==> config.mk <==
export PLATFORM = sky130hd
export DESIGN_NAME = issue_ctrl_pipe_flat
export DESIGN_NICKNAME = d
export VERILOG_FILES = /design/src/rtl/issue_ctrl_pipe_pkg.sv /design/src/rtl/issue_ctrl_pipe_if.sv /design/src/rtl/issue_ctrl_pipe_slot_decode.sv /design/src/rtl/issue_ctrl_pipe.sv /design/src/flat_wrapper.sv
export SDC_FILE = /design/constraint.sdc
export NUM_CORES = 1
export LEC_CHECK = 0
export BUFFER_PORTS_ARGS = -buffer_cell sky130_fd_sc_hd__buf_2
export CAP_MARGIN = 20
export CELL_PAD_IN_SITES_DETAIL_PLACEMENT = 1
export CELL_PAD_IN_SITES_GLOBAL_PLACEMENT = 2
export CORE_AREA = 2 2 73 75
export DETAILED_ROUTE_END_ITERATION = 8
export DIE_AREA = 0 0 75 77
export GPL_ROUTABILITY_DRIVEN = 1
export PLACE_DENSITY_LB_ADDON = 0.2
export REMOVE_ABC_BUFFERS = 1
export SLEW_MARGIN = 20
export SYNTH_ARGS = -nofsm -noshare
export SYNTH_HDL_FRONTEND = slang
export SYNTH_SLANG_ARGS = --single-unit
==> constraint.sdc <==
create_clock -name clk -period 1.95 [get_ports clk]
set_input_delay 0.195 -clock clk [delete_from_list [all_inputs] [get_ports clk]]
set_output_delay 0.195 -clock clk [all_outputs]
set_load 0.01 [all_outputs]
==> src/rtl/issue_ctrl_pipe_pkg.sv <==
// Shared opcode constants, ALU operation encoding and slot decode record
// for the registered issue-control pipeline.
package issue_pkg;

    localparam int OPC_W = 5;

    localparam logic [OPC_W-1:0] OPC_ADD  = 5'b00000;
    localparam logic [OPC_W-1:0] OPC_ADDI = 5'b00001;
    localparam logic [OPC_W-1:0] OPC_SUB  = 5'b00011;
    localparam logic [OPC_W-1:0] OPC_SUBI = 5'b00100;
    localparam logic [OPC_W-1:0] OPC_AND  = 5'b00101;
    localparam logic [OPC_W-1:0] OPC_OR   = 5'b00110;
    localparam logic [OPC_W-1:0] OPC_XOR  = 5'b00111;
    localparam logic [OPC_W-1:0] OPC_NOT  = 5'b01000;
    localparam logic [OPC_W-1:0] OPC_CLR  = 5'b01011;
    localparam logic [OPC_W-1:0] OPC_MUL  = 5'b01101;
    localparam logic [OPC_W-1:0] OPC_MULI = 5'b01110;
    localparam logic [OPC_W-1:0] OPC_CMPE = 5'b10010;
    localparam logic [OPC_W-1:0] OPC_CMPG = 5'b10011;
    localparam logic [OPC_W-1:0] OPC_CMPL = 5'b10100;
    localparam logic [OPC_W-1:0] OPC_SHRA = 5'b10101;
    localparam logic [OPC_W-1:0] OPC_SHRL = 5'b10110;
    localparam logic [OPC_W-1:0] OPC_SHL  = 5'b10111;
    localparam logic [OPC_W-1:0] OPC_LD   = 5'b11000;
    localparam logic [OPC_W-1:0] OPC_ST   = 5'b11001;
    localparam logic [OPC_W-1:0] OPC_NOP  = 5'b11111;

    typedef enum logic [3:0] {
        ALU_ADD  = 4'd0,
        ALU_SUB  = 4'd1,
        ALU_AND  = 4'd2,
        ALU_OR   = 4'd3,
        ALU_XOR  = 4'd4,
        ALU_NOT  = 4'd5,
        ALU_CLR  = 4'd6,
        ALU_CMPE = 4'd7,
        ALU_CMPG = 4'd8,
        ALU_CMPL = 4'd9,
        ALU_SHRA = 4'd10,
        ALU_SHRL = 4'd11,
        ALU_SHL  = 4'd12,
        ALU_NOP  = 4'd15
    } alu_op_t;

    typedef enum logic [1:0] {
        SLOT_ALU = 2'd0,
        SLOT_MUL = 2'd1,
        SLOT_LS  = 2'd2
    } slot_kind_e;

    typedef struct packed {
        alu_op_t alu_op;
        logic    imm_sel;
        logic    mul_en;
        logic    mul_imm;
        logic    ld;
        logic    st;
        logic    illegal;
    } dec_t;

    function automatic logic is_mul_opc(input logic [OPC_W-1:0] opc);
        return (opc == OPC_MUL) || (opc == OPC_MULI);
    endfunction

endpackage

==> src/rtl/issue_ctrl_pipe_if.sv <==
// Issue-side and execute-side handshake bundle of issue_ctrl_pipe.
interface issue_ctrl_pipe_if #(
    parameter int NUM_ALU = 2,
    parameter int OP_W    = 5
);
    logic                      in_valid;
    logic                      in_ready;
    logic [NUM_ALU*OP_W-1:0]   alu_opc;
    logic [OP_W-1:0]           mul_opc;
    logic [OP_W-1:0]           ls_opc;
    logic                      out_valid;
    logic                      out_ready;
    logic [NUM_ALU*4-1:0]      alu_op;
    logic [NUM_ALU-1:0]        alu_imm_sel;
    logic                      mul_en;
    logic                      mul_imm_sel;
    logic                      ld_en;
    logic                      st_en;
    logic [NUM_ALU+1:0]        err_slot;
    logic                      err_sticky;
    logic                      err_clr;
    logic                      mul_busy;

    modport master (
        output in_valid, alu_opc, mul_opc, ls_opc, out_ready, err_clr,
        input  in_ready, out_valid, alu_op, alu_imm_sel, mul_en, mul_imm_sel,
               ld_en, st_en, err_slot, err_sticky, mul_busy
    );

    modport slave (
        input  in_valid, alu_opc, mul_opc, ls_opc, out_ready, err_clr,
        output in_ready, out_valid, alu_op, alu_imm_sel, mul_en, mul_imm_sel,
               ld_en, st_en, err_slot, err_sticky, mul_busy
    );
endinterface

==> src/rtl/issue_ctrl_pipe_slot_decode.sv <==
// Combinational decode of one slot opcode; KIND restricts which opcodes
// are legal in the slot, everything else is squashed to NOP and flagged.
module slot_decode
    import issue_pkg::*;
#(
    parameter slot_kind_e KIND = SLOT_ALU,
    parameter int         OP_W = 5
) (
    input  logic [OP_W-1:0] opc,
    output dec_t            dec
);

    always_comb begin
        dec        = '0;
        dec.alu_op = ALU_NOP;
        case (KIND)
            SLOT_ALU: begin
                case (opc)
                    OPC_ADD:  dec.alu_op = ALU_ADD;
                    OPC_ADDI: begin dec.alu_op = ALU_ADD; dec.imm_sel = 1'b1; end
                    OPC_SUB:  dec.alu_op = ALU_SUB;
                    OPC_SUBI: begin dec.alu_op = ALU_SUB; dec.imm_sel = 1'b1; end
                    OPC_AND:  dec.alu_op = ALU_AND;
                    OPC_OR:   dec.alu_op = ALU_OR;
                    OPC_XOR:  dec.alu_op = ALU_XOR;
                    OPC_NOT:  dec.alu_op = ALU_NOT;
                    OPC_CLR:  dec.alu_op = ALU_CLR;
                    OPC_CMPE: dec.alu_op = ALU_CMPE;
                    OPC_CMPG: dec.alu_op = ALU_CMPG;
                    OPC_CMPL: dec.alu_op = ALU_CMPL;
                    OPC_SHRA: dec.alu_op = ALU_SHRA;
                    OPC_SHRL: dec.alu_op = ALU_SHRL;
                    OPC_SHL:  dec.alu_op = ALU_SHL;
                    OPC_NOP:  dec.alu_op = ALU_NOP;
                    default:  dec.illegal = 1'b1;
                endcase
            end
            SLOT_MUL: begin
                case (opc)
                    OPC_MUL:  dec.mul_en = 1'b1;
                    OPC_MULI: begin dec.mul_en = 1'b1; dec.mul_imm = 1'b1; end
                    OPC_NOP:  dec.mul_en = 1'b0;
                    default:  dec.illegal = 1'b1;
                endcase
            end
            SLOT_LS: begin
                case (opc)
                    OPC_LD:   dec.ld = 1'b1;
                    OPC_ST:   dec.st = 1'b1;
                    OPC_NOP:  dec.ld = 1'b0;
                    default:  dec.illegal = 1'b1;
                endcase
            end
            default: dec.illegal = 1'b1;
        endcase
    end

endmodule

==> src/rtl/issue_ctrl_pipe.sv <==
// Issue bundle decoder with a one-deep valid/ready output register,
// multiplier occupancy tracking and a sticky illegal-opcode flag.
module issue_ctrl_pipe
    import issue_pkg::*;
#(
    parameter int NUM_ALU = 2,
    parameter int OP_W    = 5,
    parameter int MUL_LAT = 2
) (
    input  logic            clk,
    input  logic            rst,
    issue_ctrl_pipe_if.slave bus
);

    localparam int NSLOT  = NUM_ALU + 2;
    localparam int MUL_IX = NUM_ALU;
    localparam int LS_IX  = NUM_ALU + 1;
    localparam int CNT_W  = $clog2(MUL_LAT) + 1;

    logic [NSLOT-1:0][OP_W-1:0] slot_opc;
    dec_t [NSLOT-1:0]           dec;
    logic [NSLOT-1:0]           err_next;

    logic [NUM_ALU-1:0][3:0]    alu_op_q;
    logic [NUM_ALU-1:0]         imm_q;
    logic                       out_valid_q, mul_en_q, mul_imm_q, ld_q, st_q;
    logic [NSLOT-1:0]           err_q;
    logic                       sticky_q;
    logic [CNT_W-1:0]           mul_cnt;
    logic                       mul_busy, in_ready, accept;

    // One decoder per slot: ALU lanes, then the multiplier and load/store slots.
    for (genvar g = 0; g < NUM_ALU; g++) begin : g_alu
        assign slot_opc[g] = bus.alu_opc[g*OP_W +: OP_W];
        slot_decode #(.KIND(SLOT_ALU), .OP_W(OP_W)) u_dec (.opc(slot_opc[g]), .dec(dec[g]));
    end
    assign slot_opc[MUL_IX] = bus.mul_opc;
    assign slot_opc[LS_IX]  = bus.ls_opc;
    slot_decode #(.KIND(SLOT_MUL), .OP_W(OP_W)) u_dec_mul (.opc(slot_opc[MUL_IX]), .dec(dec[MUL_IX]));
    slot_decode #(.KIND(SLOT_LS),  .OP_W(OP_W)) u_dec_ls  (.opc(slot_opc[LS_IX]),  .dec(dec[LS_IX]));

    logic unused_dec;
    assign unused_dec = ^dec;

    always_comb begin
        for (int i = 0; i < NSLOT; i++) err_next[i] = dec[i].illegal;
    end

    // Only a bundle that actually issues a multiply waits for the multiplier.
    assign mul_busy = (mul_cnt != '0);
    assign in_ready = (!out_valid_q || bus.out_ready) && !(mul_busy && is_mul_opc(bus.mul_opc));
    assign accept   = bus.in_valid && in_ready;

    always_ff @(posedge clk) begin
        if (rst) begin
            out_valid_q <= 1'b0;
            alu_op_q    <= '1;
            imm_q       <= '0;
            mul_en_q    <= 1'b0;
            mul_imm_q   <= 1'b0;
            ld_q        <= 1'b0;
            st_q        <= 1'b0;
            err_q       <= '0;
        end else if (accept) begin
            out_valid_q <= 1'b1;
            for (int i = 0; i < NUM_ALU; i++) begin
                alu_op_q[i] <= dec[i].alu_op;
                imm_q[i]    <= dec[i].imm_sel;
            end
            mul_en_q    <= dec[MUL_IX].mul_en;
            mul_imm_q   <= dec[MUL_IX].mul_imm;
            ld_q        <= dec[LS_IX].ld;
            st_q        <= dec[LS_IX].st;
            err_q       <= err_next;
        end else if (bus.out_ready) begin
            out_valid_q <= 1'b0;
        end
    end

    always_ff @(posedge clk) begin
        if (rst)
            mul_cnt <= '0;
        else if (accept && dec[MUL_IX].mul_en)
            mul_cnt <= CNT_W'(MUL_LAT - 1);
        else if (mul_busy)
            mul_cnt <= mul_cnt - CNT_W'(1);
    end

    // A new error outranks a clear arriving in the same cycle.
    always_ff @(posedge clk) begin
        if (rst)
            sticky_q <= 1'b0;
        else if (accept && (|err_next))
            sticky_q <= 1'b1;
        else if (bus.err_clr)
            sticky_q <= 1'b0;
    end

    assign bus.in_ready    = in_ready;
    assign bus.out_valid   = out_valid_q;
    assign bus.alu_op      = alu_op_q;
    assign bus.alu_imm_sel = imm_q;
    assign bus.mul_en      = mul_en_q;
    assign bus.mul_imm_sel = mul_imm_q;
    assign bus.ld_en       = ld_q;
    assign bus.st_en       = st_q;
    assign bus.err_slot    = err_q;
    assign bus.err_sticky  = sticky_q;
    assign bus.mul_busy    = mul_busy;

endmodule
==> src/flat_wrapper.sv <==
// flat-port wrapper written by rule: the top's interface ports become plain ports
module issue_ctrl_pipe_flat import issue_pkg::*;
#(
    parameter int NUM_ALU = 2,
    parameter int OP_W    = 5,
    parameter int MUL_LAT = 2
)
  (clk, rst, bus_in_valid, bus_alu_opc, bus_mul_opc, bus_ls_opc, bus_out_ready, bus_err_clr, bus_in_ready, bus_out_valid, bus_alu_op, bus_alu_imm_sel, bus_mul_en, bus_mul_imm_sel, bus_ld_en, bus_st_en, bus_err_slot, bus_err_sticky, bus_mul_busy);
  issue_ctrl_pipe_if #(.NUM_ALU(NUM_ALU), .OP_W(OP_W)) bus_i ();
  input  logic clk;
  input  logic rst;
  input wire logic [$bits(bus_i.in_valid)-1:0] bus_in_valid;
  input wire logic [$bits(bus_i.alu_opc)-1:0] bus_alu_opc;
  input wire logic [$bits(bus_i.mul_opc)-1:0] bus_mul_opc;
  input wire logic [$bits(bus_i.ls_opc)-1:0] bus_ls_opc;
  input wire logic [$bits(bus_i.out_ready)-1:0] bus_out_ready;
  input wire logic [$bits(bus_i.err_clr)-1:0] bus_err_clr;
  output wire logic [$bits(bus_i.in_ready)-1:0] bus_in_ready;
  output wire logic [$bits(bus_i.out_valid)-1:0] bus_out_valid;
  output wire logic [$bits(bus_i.alu_op)-1:0] bus_alu_op;
  output wire logic [$bits(bus_i.alu_imm_sel)-1:0] bus_alu_imm_sel;
  output wire logic [$bits(bus_i.mul_en)-1:0] bus_mul_en;
  output wire logic [$bits(bus_i.mul_imm_sel)-1:0] bus_mul_imm_sel;
  output wire logic [$bits(bus_i.ld_en)-1:0] bus_ld_en;
  output wire logic [$bits(bus_i.st_en)-1:0] bus_st_en;
  output wire logic [$bits(bus_i.err_slot)-1:0] bus_err_slot;
  output wire logic [$bits(bus_i.err_sticky)-1:0] bus_err_sticky;
  output wire logic [$bits(bus_i.mul_busy)-1:0] bus_mul_busy;
  assign bus_i.in_valid = bus_in_valid;
  assign bus_i.alu_opc = bus_alu_opc;
  assign bus_i.mul_opc = bus_mul_opc;
  assign bus_i.ls_opc = bus_ls_opc;
  assign bus_i.out_ready = bus_out_ready;
  assign bus_i.err_clr = bus_err_clr;
  assign bus_in_ready = bus_i.in_ready;
  assign bus_out_valid = bus_i.out_valid;
  assign bus_alu_op = bus_i.alu_op;
  assign bus_alu_imm_sel = bus_i.alu_imm_sel;
  assign bus_mul_en = bus_i.mul_en;
  assign bus_mul_imm_sel = bus_i.mul_imm_sel;
  assign bus_ld_en = bus_i.ld_en;
  assign bus_st_en = bus_i.st_en;
  assign bus_err_slot = bus_i.err_slot;
  assign bus_err_sticky = bus_i.err_sticky;
  assign bus_mul_busy = bus_i.mul_busy;
  issue_ctrl_pipe #(.NUM_ALU(NUM_ALU), .OP_W(OP_W), .MUL_LAT(MUL_LAT)) u_core (.clk(clk), .rst(rst), .bus(bus_i));
endmodule
==> reports/metrics.csv, run 1 <==
metric,value,unit
first-pass GRT wire length,6230,um
Synth top area share,0.336,
Yosys reg bits,22,
DP Worst Slack,118,ps
Die Height,77,um
Via density,4.87,
async set or reset register ratio after synthesis,0,
most common cell in the netlist,dfxtp_1,
maximum clock path buffer count,2,
diode count,0,
Cell variety after synth,42,
critical path type,register to register,
CTS Sinks,22,
"Seq/Total Area, Yosys",0.336,
Post-Synthesis Cells,163,
hold slack,219,ps
Yosys warning total,0,
Util after Layout,0.326,
area added between synthesis and finish,23.9,%
core area,0.00498,mm2
worst hold path class,input pin to register,
Max Cap Viol,0,
Critical Path RT,2070,ps
Final #Nets,229,
most area-consuming cells after synthesis,"dfxtp_1, a21oi_1, nand2_1, o21ai_0, nor2_1",
Sequential Area,440,um2
worst vdd ir,0.307,mV
Hold Crit Endpoint,u_core.bus.st_en,
initial antenna violation count,0,
FF-to-FF End,u_core.bus.alu_op[1],
fin crit period,1780,ps
Final WS setup,171,ps
Least-Margin Pin Slew,515,ps
share of cells above drive strength 1,0.302,
crit path max fanout,11,
First DRT Iteration DRCs,28,
GRT overflow,0,
multi-input logic area,769,um2
Netlist Area Pre-Place,0.00131,mm2
Clock Root Buffer,clkbuf_8,
dpl hpwl,2720,um
largest net degree at the start of global routing,19,
Cell Rows,26,
Die W,75,um
Startpoint Class,register,
Crit. End Element,register,
clock tree from TritonCTS,done,
post_cts resized,0,
# hold bufs at CTS,0,
Starting Density,0.263,
Synth top cells by count,"dfxtp_1, a21oi_1, nand2_1",
setup TNS,0,ps
DR WL/cell,13.3,um
H-Tree Depth,1,
DRC Markers,0,
number of synthesized flops with an enable pin,0,
vias in the first global route,1298,
CP arrival,1900,ps
Avg Inst Size Synth,8.04,um2
placed standard-cell area,0.00157,mm2
post-CTS setup buffers,0,
Total Routed Length,3630,um
hold path cells,3,
reg2reg start,u_core.mul_cnt[0],
TritonCTS Buffers,3,
post-route cell area,0.00162,mm2
total number of vias,1325,
DRT Pass-1 Iters,2,
Worst-path clk slew,80,ps
I/O pins,47,
filler instances,626,
max frequency,562,MHz
worst rel slew slack,0.657,
RSZ-0062 raised after global routing,no,
Final Max Tran Viols,0,
Final Hold Vio Count,0,
reg2reg setup slack,170,ps
Worst Min Path Start,bus_ls_opc[0],
PwrDens,753,mW/mm2
post-route ant nets,0,
post-synth top area cell,dfxtp_1,
setup violators final,0,
worst r2r path cells,5,
outcome,finished clean,
post-route clock period utilization,0.913,
Pleak,0.672,nW
die footprint,0.00578,mm2
clock latency on the worst-skew pair,260,ps
"Top FF cell, synth",dfxtp_1,
Max Clock Skew,1.16,ps
RePlAce Congestion,0.814,
I/O Buffers,46,
total track usage,0.136,
[final cells by class]
cell class | instances | area share
clock buffers | 4 | 0.0339
flip-flops and latches | 22 | 0.271
well taps | 70 | 0.0539
multi-input cells | 121 | 0.474
inverters | 7 | 0.0162
repair buffers | 48 | 0.151
[per-stage QoR]
step	power, mW	cells
2_1_floorplan	0.750	150
3_3_place_gp	0.895	268
3_5_place_dp	0.910	268
4_1_cts	1.25	272
5_1_grt	1.32	272
6_report	1.22	272
[cells in the final DEF, fill, tap and decap left out, types with 2 or more instances in the layout]
master / n
nor3b_1: 3
dfxtp_1: 22
o311ai_0: 3
and3_1: 2
nand3b_1: 4
nand4_1: 2
nor2_1: 11
a2111oi_0: 2
nand2_1: 16
a211oi_2: 3
o21ai_0: 10
buf_4: 2
buf_2: 46
xnor2_1: 2
xor2_1: 2
nor4_1: 4
nand2b_1: 6
a21oi_1: 18
nor2b_1: 4
clkbuf_8: 4
inv_1: 7
nor3_1: 2
nand3_1: 8
[sequential cells by signal, indices dropped and copies added (netlist names)]
| signal | cells |
|---|---|
| u_core.bus.mul_en | 1 |
| u_core.bus.alu_imm_sel | 2 |
| u_core.bus.out_valid | 1 |
| u_core.bus.err_sticky | 1 |
| u_core.bus.err_slot | 4 |
| u_core.bus.mul_imm_sel | 1 |
| u_core.bus.ld_en | 1 |
| u_core.bus.st_en | 1 |
| u_core.mul_cnt | 2 |
| u_core.bus.alu_op | 8 |
[power by group]
part / total [mW] / internal (mW) / switching [mW]
Sequential: 0.518 / 0.494 / 0.0237
Combinational: 0.378 / 0.153 / 0.225
Clock: 0.327 / 0.180 / 0.147
Total: 1.22 / 0.827 / 0.395
[cells by family after synthesis]
| logic type | share of synthesized area |
|---|---|
| AND/OR/NAND/NOR | 0.260 |
| flip-flops | 0.336 |
| buffers and inverters | 0.0782 |
| AO/OA/AOI/OAI | 0.278 |
| adder cells (fa/ha/maj) | 0.00954 |
| XOR/XNOR | 0.0391 |
[worst max path at each step]
stage                            startpoint                     end  cells after the start
final                     u_core.mul_cnt[0]    u_core.bus.alu_op[1]                      5
after global routing      u_core.mul_cnt[0]    u_core.bus.alu_op[1]                      5
after CTS                 u_core.mul_cnt[0]  u_core.bus.err_slot[3]                      5
after detailed placement  u_core.mul_cnt[0]  u_core.bus.err_slot[3]                      5
after global placement    u_core.mul_cnt[0]    u_core.bus.alu_op[1]                      5
after floorplan           u_core.mul_cnt[0]    u_core.bus.alu_op[4]                      5
[layer usage]
layer | part of all wire | vias up | GRT usage | wire length [um]
li1 | - | 668 | - | -
met1 | 0.46 | 628 | 0.174 | 1660
met2 | 0.50 | 27 | 0.229 | 1810
met3 | 0.037 | 2 | 0.0302 | 135
met4 | 0.0063 | 0 | 0.0268 | 23
met5 | 0 | - | 0 | 0
[critical path: stages (launching register included)]
cell and delay, ps:
dfxtp_1 350, inv_1 50, ha_1 290, o311ai_4 490, buf_4 280, o311ai_0 160
No activity file was read; power rests on OpenSTA's default activity.
==> inputs of run 2 (changes only) <==
Settings changed: PLACE_DENSITY set to 0.84, PLACE_DENSITY_LB_ADDON 0.2 to not set.
==> run 2 against run 1 <==
  * First-iteration DRC count grew 130%
  * Critical path type unchanged
  * Flip-flop and latch count unchanged
  * Maximum frequency is 4.6% higher
  * Utilization up 0.48 points
  * Final cell count increased by 0.37%
  * Hold slack worse by 4.1 ps
  * Worst setup slack gained 78 ps
  * Combinational power about the same
==> reports/metrics.csv, run 2 (synthesized netlist as in run 1, its figures left out) <==
metric,value,unit,change
Starting Density,0.263,,unchanged
outcome,finished clean,,unchanged
Final Max Tran Viols,0,,unchanged
worst-path cell chain,inv_1 > ha_1 > o311ai_4 > buf_4 > o311ai_0,,unchanged
Seq pwr share,0.392,,was 0.424
GRT overflow,0,,unchanged
Final #Nets,230,,was 229
post-route ant nets,0,,unchanged
setup violators final,0,,unchanged
part of the power in the clock network,0.322,,was 0.267
max frequency,588,MHz,was 562 MHz
Psw,399,uW,was 395 uW
Die W,75,um,unchanged
Pleak,0.684,nW,was 0.672 nW
Via density,4.90,,was 4.87
Final WS setup,248,ps,was 171 ps
DR WL/cell,13.2,um,was 13.3 um
critical path type,register to register,,unchanged
Placed Cells,269,,was 268
Cell Rows,26,,unchanged
maximum clock path buffer count,2,,unchanged
hold path cells,3,,unchanged
PwrDens,803,mW/mm2,was 753 mW/mm2
clock tree from TritonCTS,done,,unchanged
First DRT Iteration DRCs,64,,was 28
Largest register FFs,8,,unchanged
"Slowest-stage cell, CP",o311ai_4,,unchanged
post_cts resized,0,,unchanged
Max Cap Viol,0,,unchanged
setup TNS,0,ps,unchanged
Util after Layout,0.331,,was 0.326
Buf/Inv on CP,2,,unchanged
first-pass GRT wire length,6060,um,was 6230 um
multi-input logic area,769,um2,unchanged
Sequential Area,440,um2,unchanged
crit path max fanout,11,,unchanged
Critical Path Max Stage Delay,450,ps,was 490 ps
RePlAce Congestion,0.741,,was 0.814
Logic pwr share,0.286,,was 0.309
switching share of power,0.302,,was 0.323
FF-to-FF End,u_core.bus.alu_op[5],,was u_core.bus.alu_op[1]
vias in the first global route,1294,,"was 1,298"
CP arrival,1820,ps,was 1900 ps
reg2reg start,u_core.mul_cnt[0],,unchanged
core area,0.00498,mm2,unchanged
Least-Margin Pin Slew,486,ps,was 515 ps
Crit. End Element,register,,unchanged
worst r2r path cells,5,,unchanged
Critical Path RT,2060,ps,was 2070 ps
# hold bufs at CTS,0,,unchanged
Crit path max-delay family,compound AO/OA/AOI/OAI gates,,unchanged
DP Worst Slack,112,ps,was 118 ps
total number of vias,1337,,"was 1,325"
reg2reg setup slack,250,ps,was 170 ps
TritonCTS Buffers,3,,unchanged
worst rel slew slack,0.676,,was 0.657
Pint,924,uW,was 827 uW
"commonest non-fill, non-tap cells in the layout","buf_2, dfxtp_1, a21oi_1",,unchanged
Worst-path clk slew,90,ps,was 80 ps
filler instances,623,,was 626
DRT Pass-1 Iters,4,,was 2
RSZ-0062 raised after global routing,no,,unchanged
Final Total Pwr,1.32,mW,was 1.22 mW
dpl hpwl,2810,um,was 2720 um
die footprint,0.00578,mm2,unchanged
share of cells above drive strength 1,0.305,,was 0.302
post-CTS setup buffers,0,,unchanged
area added between synthesis and finish,25.7,%,was 23.9%
fin crit period,1700,ps,was 1780 ps
Max Clock Skew,7.05,ps,was 1.16 ps
Worst Min Path Start,bus_ls_opc[0],,unchanged
worst hold path class,input pin to register,,unchanged
post-route clock period utilization,0.873,,was 0.913
I/O pins,47,,unchanged
"most common cell after layout, fill and taps aside",buf_2,,unchanged
Hold Crit Endpoint,u_core.bus.st_en,,unchanged
Total Routed Length,3590,um,was 3630 um
total track usage,0.129,,was 0.136
Worst Setup SP,u_core.mul_cnt[0],,unchanged
Startpoint Class,register,,unchanged
I/O Buffers,46,,unchanged
Die Height,77,um,unchanged
largest net degree at the start of global routing,19,,unchanged
Final Hold Vio Count,0,,unchanged
CTS Sinks,22,,unchanged
Clock Root Buffer,clkbuf_8,,unchanged
clock latency on the worst-skew pair,260,ps,about the same
Final Non-Filler Cells,273,,was 272
initial antenna violation count,0,,unchanged
DRC Markers,0,,unchanged
diode count,0,,unchanged
worst vdd ir,0.231,mV,was 0.307 mV
H-Tree Depth,1,,unchanged
[run 2: changes by cell type in the layout (fill, tap and decap cells not counted)]
cell,change
buf_4,+1
clkbuf_8,-1
bufinv_16,+1
[run 2: final cells by class]
class / instances / area share
clock buffer: 3 / 0.0251
sequential: 22 / 0.267
timing repair buffer: 49 / 0.153
tap: 70 / 0.0532
multi-input combinational: 121 / 0.467
clock inverter: 1 / 0.0182
inverter: 7 / 0.0159
[run 2: through the flow]
stage	cell area (um2)	hold slack [ps]
2_1_floorplan	1230	260
3_3_place_gp	1580	443
3_5_place_dp	1580	447
4_1_cts	1650	215
5_1_grt	1650	208
6_report	1650	215
[run 2: worst max path at each step]
stage                        endpoint  slack (ps)  cells after the start
3_5_place_dp   u_core.bus.err_slot[3]         110                      5
3_3_place_gp   u_core.bus.err_slot[3]         210                      5
5_1_grt          u_core.bus.alu_op[2]          80                      6
6_report         u_core.bus.alu_op[5]         250                      5
4_1_cts          u_core.bus.alu_op[3]         110                      5
2_1_floorplan    u_core.bus.alu_op[4]         230                      5
[run 2: layer usage]
metal  GRT usage  part of all wire  vias to the layer above
met3      0.0223             0.038                        2
li1            -                 -                      670
met1       0.181              0.48                      640
met2       0.208              0.48                       25
met5           0                 0                        -
met4      0.0214            0.0047                        0
[run 2: tightest hold or removal path, delay by kind of cell]
family	cells	cell delay, ps
compound gates	1	60
buf+inv	1	110
simple gates	1	70
[run 2: power by group through the flow]
stage | Clock, mW | Sequential (mW) | Combinational [mW]
2_1_floorplan | 0 | 0.539 | 0.212
3_3_place_gp | 0 | 0.528 | 0.372
3_5_place_dp | 0 | 0.529 | 0.382
4_1_cts | 0.438 | 0.519 | 0.383
5_1_grt | 0.462 | 0.525 | 0.432
6_report | 0.425 | 0.519 | 0.379
==> inputs of run 3 (changes only) <==
Settings changed: CELL_PAD_IN_SITES_DETAIL_PLACEMENT 1 to 0, CELL_PAD_IN_SITES_GLOBAL_PLACEMENT 2 to 1, CORE_AREA 2 2 73 75 to 2 2 65 67, DIE_AREA 0 0 75 77 to 0 0 67 69, PLACE_DENSITY 0.84 to 0.83.
==> run 3 against run 2 <==
  * Sequential power about the same
  * Global-route usage rose by 0.99 points
  * Combinational power fell by 4%
  * Clock skew down 2.5 ps
  * Wire length decreased by 14%
  * Die area decreased by 20%
  * Register-to-register slack improved by 20 ps
  * Clock power hardly changed
  * Hold slack lost 14 ps
  * Maximum frequency increased by 1.0%
  * Utilization up 8.2 points
==> reports/metrics.csv, run 3 (synthesized netlist as in run 1, its figures left out) <==
metric,value,unit,change
outcome,finished clean,,unchanged
DRC Markers,0,,unchanged
Via density,5.17,,was 4.90
area added between synthesis and finish,23.2,%,was 25.7%
Critical Path RT,2070,ps,was 2060 ps
vias in the first global route,1229,,"was 1,294"
dpl hpwl,2290,um,was 2810 um
post-route ant nets,0,,unchanged
fin crit period,1680,ps,was 1700 ps
Util after Layout,0.413,,was 0.331
clock latency on the worst-skew pair,260,ps,about the same
crit path max fanout,11,,unchanged
die footprint,0.00462,mm2,was 0.00578 mm2
Die Height,69,um,was 77 um
CP arrival,1810,ps,was 1820 ps
Final Hold Vio Count,0,,unchanged
FF-to-FF End,u_core.bus.alu_op[5],,unchanged
core area,0.00391,mm2,was 0.00498 mm2
Max Clock Skew,4.53,ps,was 7.05 ps
I/O Buffers,46,,unchanged
share of cells above drive strength 1,0.302,,was 0.305
PwrDens,811,mW/mm2,was 803 mW/mm2
H-Tree Depth,1,,unchanged
worst-path cell chain,inv_1 > ha_1 > o311ai_4 > buf_4 > o311ai_0,,unchanged
DRT Pass-1 Iters,4,,unchanged
First DRT Iteration DRCs,49,,was 64
Startpoint Class,register,,unchanged
post-route clock period utilization,0.864,,was 0.873
total track usage,0.139,,was 0.129
Critical Path Max Stage Delay,460,ps,was 450 ps
Pleak,0.679,nW,was 0.684 nW
"commonest non-fill, non-tap cells in the layout","buf_2, dfxtp_1, a21oi_1",,unchanged
post-route cell area,0.00162,mm2,was 0.00165 mm2
Critical Path Sink,u_core.bus.alu_op[5],,unchanged
worst vdd ir,0.785,mV,was 0.231 mV
I/O pins,47,,unchanged
Worst Setup SP,u_core.mul_cnt[0],,unchanged
Largest register FFs,8,,unchanged
CTS Sinks,22,,unchanged
Buf/Inv on CP,2,,unchanged
Crit. End Element,register,,unchanged
reg2reg setup slack,270,ps,was 250 ps
DR WL/cell,12.3,um,was 13.2 um
Final Max Tran Viols,0,,unchanged
max frequency,594,MHz,was 588 MHz
critical path type,register to register,,unchanged
# hold bufs at CTS,0,,unchanged
Least-Margin Pin Slew,432,ps,was 486 ps
RSZ-0062 raised after global routing,no,,unchanged
Starting Density,0.335,,was 0.263
Total Routed Length,3090,um,was 3590 um
placed standard-cell area,0.00154,mm2,was 0.00158 mm2
worst hold path class,input pin to register,,unchanged
initial antenna violation count,0,,unchanged
reg2reg start,u_core.mul_cnt[0],,unchanged
Final #Nets,229,,was 230
Worst-path clk slew,80,ps,was 90 ps
Crit path max-delay family,compound AO/OA/AOI/OAI gates,,unchanged
Cell Rows,23,,was 26
worst r2r path cells,5,,unchanged
maximum clock path buffer count,2,,unchanged
"most common cell after layout, fill and taps aside",buf_2,,unchanged
setup TNS,0,ps,unchanged
"Slowest-stage cell, CP",o311ai_4,,unchanged
total number of vias,1304,,"was 1,337"
worst rel slew slack,0.712,,was 0.676
diode count,0,,unchanged
GRT overflow,0,,unchanged
setup violators final,0,,unchanged
clock tree from TritonCTS,done,,unchanged
Die W,67,um,was 75 um
critical path depth,5,,unchanged
Max Cap Viol,0,,unchanged
Clock Root Buffer,clkbuf_8,,unchanged
TritonCTS Buffers,3,,unchanged
first-pass GRT wire length,5260,um,was 6060 um
RePlAce Congestion,0.766,,was 0.741
largest net degree at the start of global routing,19,,unchanged
[run 3: changes by cell type in the layout (fill, tap and decap cells not counted), sizes merged]
cell  delta
buf      -1
[run 3: where the power goes]
group          switching [mW]  internal, mW
registers              0.0227         0.494
clock network           0.154         0.274
logic                   0.212         0.153
total                   0.389         0.922
[run 3: worst min path at each step]
stage,from,end,slack [ps],cells past startpoint
global route,bus_ls_opc[0],u_core.bus.st_en,230,3
global placement,u_core.bus.alu_imm_sel[0],u_core.bus.alu_imm_sel[0],440,2
floorplan,rst,u_core.bus.err_slot[0],260,1
CTS,bus_ls_opc[0],u_core.bus.st_en,200,3
finish,bus_ls_opc[0],u_core.bus.st_en,200,3
detailed placement,u_core.bus.alu_imm_sel[0],u_core.bus.alu_imm_sel[0],440,2
[run 3: final cells by class]
cell class	instances	area (um2)
fill	417	2300
multi-input combinational	121	769
sequential	22	440
timing repair buffer	48	245
tap	50	62.6
clock buffer	3	41.3
clock inverter	1	30.0
inverter	7	26.3
[run 3: worst min-delay path, stage by stage]
cell	delay [ps]
buf_2	110
nand3_1	60
a21oi_1	60
[run 3: metrics by stage]
| step | worst slack (ps) | hold slack [ps] | power (mW) | std cells |
|---|---|---|---|---|
| 2_1_floorplan | 229 | 260 | 0.750 | 150 |
| 3_3_place_gp | 221 | 441 | 0.890 | 248 |
| 3_5_place_dp | 139 | 443 | 0.894 | 248 |
| 4_1_cts | 130 | 198 | 1.32 | 252 |
| 5_1_grt | 83.0 | 232 | 1.39 | 252 |
| 6_report | 266 | 201 | 1.31 | 252 |
[run 3: layer usage]
layer | track usage | up-vias | part of all wire
li1 | - | 669 | -
met1 | 0.181 | 602 | 0.47
met3 | 0.0375 | 2 | 0.056
met4 | 0.0136 | 0 | 0.0026
met2 | 0.235 | 31 | 0.47
met5 | 0 | - | 0
[run 3: repair_timing]
action | in CTS | in global routing
gates resized for setup | 0 | 1
endpoints found under the setup margin | 0 | 6
buffers inserted | 0 | 0
